**src/rtl/mux_2x1_rr_arbiter.sv**
```systemverilog
// mux_2x1_rr_arbiter: round-robin arbiter for two valid/ready streams feeding a
// one-entry registered output stage that reports the source index on SEL. Rev 1.0
`default_nettype none

module mux_2x1_rr_arbiter #(
  parameter int WIDTH = 4
) (
  input  logic             CLK,
  input  logic             RSTn,
  input  logic             I0_VALID,
  input  logic [WIDTH-1:0] I0_DATA,
  output logic             I0_READY,
  input  logic             I1_VALID,
  input  logic [WIDTH-1:0] I1_DATA,
  output logic             I1_READY,
  output logic             OUT_VALID,
  input  logic             OUT_READY,
  output logic [WIDTH-1:0] OUT_DATA,
  output logic             SEL
);

  logic             out_valid_q, out_valid_d;
  logic [WIDTH-1:0] out_data_q,  out_data_d;
  logic             sel_q,       sel_d;
  logic             prio_q,      prio_d;

  logic             load_w;
  logic             grant_w;
  logic             gnt_w;

  // Grant logic; RSTn gating keeps both READYs low while reset is held.
  always_comb begin
    load_w  = !out_valid_q || OUT_READY;
    grant_w = 1'b0;
    gnt_w   = prio_q;
    if (RSTn && load_w) begin
      case ({I1_VALID, I0_VALID})
        2'b01: begin
          grant_w = 1'b1;
          gnt_w   = 1'b0;
        end
        2'b10: begin
          grant_w = 1'b1;
          gnt_w   = 1'b1;
        end
        2'b11: begin
          grant_w = 1'b1;
          gnt_w   = prio_q;
        end
        default: begin
          grant_w = 1'b0;
          gnt_w   = prio_q;
        end
      endcase
    end
  end

  assign I0_READY = grant_w && !gnt_w;
  assign I1_READY = grant_w &&  gnt_w;

  always_comb begin
    out_valid_d = out_valid_q;
    out_data_d  = out_data_q;
    sel_d       = sel_q;
    prio_d      = prio_q;
    if (grant_w) begin
      out_valid_d = 1'b1;
      out_data_d  = gnt_w ? I1_DATA : I0_DATA;
      sel_d       = gnt_w;
      prio_d      = !gnt_w;
    end else if (out_valid_q && OUT_READY) begin
      out_valid_d = 1'b0;
    end
  end

  always_ff @(posedge CLK or negedge RSTn) begin
    if (!RSTn) begin
      out_valid_q <= 1'b0;
      out_data_q  <= '0;
      sel_q       <= 1'b0;
      prio_q      <= 1'b0;
    end else begin
      out_valid_q <= out_valid_d;
      out_data_q  <= out_data_d;
      sel_q       <= sel_d;
      prio_q      <= prio_d;
    end
  end

  assign OUT_VALID = out_valid_q;
  assign OUT_DATA  = out_data_q;
  assign SEL       = sel_q;

endmodule

`default_nettype wire

```
**config.mk**
```make
export PLATFORM = sky130hd
export DESIGN_NAME = mux_2x1_rr_arbiter
export DESIGN_NICKNAME = d
export VERILOG_FILES = /design/src/rtl/mux_2x1_rr_arbiter.sv
export SDC_FILE = /design/constraint.sdc
export NUM_CORES = 1
export LEC_CHECK = 0
export CAP_MARGIN = 30
export CORE_MARGIN = 4
export CORE_UTILIZATION = 34
export CTS_CLUSTER_SIZE = 14
export DETAILED_ROUTE_END_ITERATION = 8
export PLACE_DENSITY = 0.75
export SYNTH_ARGS = -nofsm -noshare
export SYNTH_HDL_FRONTEND = slang
export SYNTH_SLANG_ARGS = --single-unit
```
**constraint.sdc**
```tcl
create_clock -name CLK -period 1.5 [get_ports CLK]
set_clock_uncertainty 0.15 [all_clocks]
set_input_delay 0.3 -clock CLK [delete_from_list [all_inputs] [get_ports CLK]]
set_output_delay 0.3 -clock CLK [all_outputs]
set_load 0.05 [all_outputs]
```
==> impl_metrics.yaml <==
run_status:
  status: "complete, but fails checks"
  violations: "setup timing"
power_and_ir_drop:
  p_leak_nw: 0.4586
  pwr-share-comb_pct: 56.8
  p_per_area_mw_per_mm2: 1124
  power.total_mw: 1.120
  clock_power_share_pct: 17.1
  p_int_uw: 655.0
  p_sw_share_pct: 41.51
  peakVddDrop_mv: 0.8151
  p_sw_uw: 464.8
  sequentialPowerShare_pct: 26.1
setup_path:
  r2r_setup_slack_ns: -0.16
  critPathCaptureType: "output port"
  required_ns: 1.05
  path_cells: "nor2b_4, o21ai_4, nand2_2, nor2_4, buf_12"
  critical_path_class: "flop to output port"
  crit_slowest_cell: "dfrtp_2"
  r2r_start: "OUT_VALID"
  setup.worst_path.start: "OUT_VALID"
  critPathMaxFanout: 3
  slowest_delay_ns: 0.43
  arrival_ns: 1.35
  r2r_cells: 6
  start_kind: "flop"
run:
  cap_viol_max_count: 0
logic_synthesis:
  synthesis.area_sq_um: 447.9
  synth_top_family_by_area: "simple AND/OR/NAND/NOR gates"
  synth-xor-area-share_pct: 0
  syn_avg_cell_area_sq_um: 9.530
  synth_cells: 47
  synth_simple_gate_area_share_pct: 32.96
  yosys_warnings: 0
  synth_seq_cells: 7
  synthMuxAreaShare_pct: 2.235
  synth_compound_area_share_pct: 13.13
  syn_nets: 63
  synth-adder-area-share_pct: 8.380
  synth-seq-area-share_pct: 39.11
  synth_cell_types: 19
clock_tree:
  clock_sinks: 7
  numCtsBuffers: 3
  clk_path_buf_depth: 2
  root_buffer: "clkbuf_4"
  clkTransAtPathRegs_ns: 0.06
  cts_tree: "yes"
  htree_levels: 1
  clkLatencyLatePin_ns: 0.27
placement:
  numPortBuffers: 20
  globalplace.congestion: 0.8459
  dp_hpwl_um: 1150
sta:
  setup_slack_ns: -0.3013
  fin_crit_sh_pct: 120.1
  finalHoldViolCount: 0
  worst_pin_slew_ns: 0.2898
  clock.fmax_mhz: 555.2
  tns_ns: -0.9323
  rsz0062_at_grt: "yes"
  final.min_clock_period_ns: 1.801
  slew_headroom_pct: 80.66
  slew_viol_final: 0
  setup_violations: 6
finish:
  antenna_cells: 0
  area_growth_syn_to_layout_pct: 122.3
  nNetsFinal: 105
  layout_common_cells: "15 x buf_4, 8 x clkdlybuf4s50_1, 8 x buf_12, 6 x dfrtp_1, 6 x nand2_1"
  drive_gt1_share_pct: 53.41
  fillers: 63
  final_common_cell: "buf_4"
die:
  row_count: 12
  start_util_pct: 38.25
  die-area_sq_mm: 0.001962
  fp.dieW_um: 44.30
  die_height_um: 44.30
  ios: 21
  core_area_sq_mm: 0.001171
routing:
  route.detailed.drc: 0
  antenna_left: 0
  wl_um: 1994
  viasPerCell: 5.902
  vias: 602
  drt_pass1_iterations: 4
  drt_iter0_markers: 8
  drt-wirelength-per-cell_um: 19.55
grt:
  grt_pass1_wl_um: 2504
  grt_antenna_before_repair: 0
  grt_max_degree: 9
  grt_pass1_vias: 563
  grt.total_usage_pct: 17.73
  grt_overflow: 0
min_path:
  min-delay-start: "RSTn"
  min_path_cells: 4
  hold_path_class: "input port to flop"
==> power by group through the flow <==
stage | combinational (mW) | clock [mW] | sequential, mW
global placement | 0.559 | 0 | 0.286
CTS | 0.589 | 0.192 | 0.291
global route | 0.655 | 0.207 | 0.299
floorplan | 0.149 | 0 | 0.400
detailed placement | 0.567 | 0 | 0.289
finish | 0.636 | 0.191 | 0.292
==> stage by stage <==
step | hold slack, ns | util, % | area, sq um | instances | setup WS, ns
detailed placement | 0.3761 | 74.57 | 873.3 | 93 | -0.7346
global route | 0.3343 | 85.04 | 996.0 | 102 | -0.3500
floorplan | -0.1456 | - | 489.2 | 47 | -0.1805
CTS | 0.009449 | 79.17 | 927.1 | 98 | -0.2946
finish | 0.3224 | 85.04 | 996.0 | 102 | -0.3013
global placement | 0.3743 | 74.57 | 873.3 | 93 | -0.6697
==> registers in the layout, summed over array words and instances (netlist names) <==
name,count
prio_q,1
OUT_VALID,1
OUT_DATA,4
SEL,1
==> critical path: cells and delay by family, from the launching register on <==
| kind | cells | cell delay [ns] |
|---|---|---|
| DFF | 1 | 0.43 |
| AOI/OAI and AO/OA | 1 | 0.16 |
| buffers and inverters | 1 | 0.14 |
| and+or+nand+nor | 3 | 0.35 |
==> area by class of cell <==
cell class	count	area (sq um)	area share, %
well taps	14	17.52	1.759
flip-flops and latches	7	176.4	17.71
repair buffers	38	420.4	42.21
multi-input cells	37	345.3	34.67
inverters	2	10.01	1.005
clock buffers	4	26.28	2.638
==> layer usage <==
| layer | vias up | wire length, um | global-route usage, % |
|---|---|---|---|
| li1 | 258 | - | - |
| met1 | 289 | 751 | 20.99 |
| met2 | 49 | 997 | 29.94 |
| met3 | 6 | 185 | 4.878 |
| met4 | 0 | 59 | 7.229 |
| met5 | - | 0 | 0 |
==> cell usage after synthesis <==
master	n	area, sq um
o21ai_1	1	5.000
o21a_1	1	7.510
mux2i_1	1	10.01
nor2_1	1	3.750
nor2_4	1	11.26
dfrtp_1	7	175.2
nor3b_2	1	12.51
buf_6	1	11.26
nand2_1	8	30.03
o211ai_1	4	30.03
nand4_1	5	31.28
inv_1	2	7.510
nor2_2	1	6.260
nand2b_1	3	18.77
o21ai_2	1	8.760
a21o_1	1	7.510
nor2b_4	1	13.76
ha_1	3	37.54
nand3_1	4	20.02
==> path summary, 6_finish.rpt <==
check | endpoint
max | I0_READY
min reg2reg | OUT_DATA[1]
min in group asynchronous | prio_q
min | OUT_VALID
max in group asynchronous | OUT_VALID
max reg2reg | OUT_DATA[2]
==> kinds of logic (layout without fill, tap and decap cells) <==
| logic type | after synthesis | count (layout) |
|---|---|---|
| AOI/OAI and AO/OA | 8 | 8 |
| and+or+nand+nor | 25 | 25 |
| muxes | 1 | 1 |
| adders and majority gates | 3 | 3 |
| buffers and inverters | 3 | 44 |
| DFF | 7 | 7 |
==> repair_timing <==
action,CTS,global route
gates resized for setup,18,8
pin swaps,7,5
hold buffers,0,2
setup endpoints to repair,8,6
gates cloned,0,0
hold endpoints to repair,0,7
buffers inserted,1,2
Power figures use the tool's default switching activity.
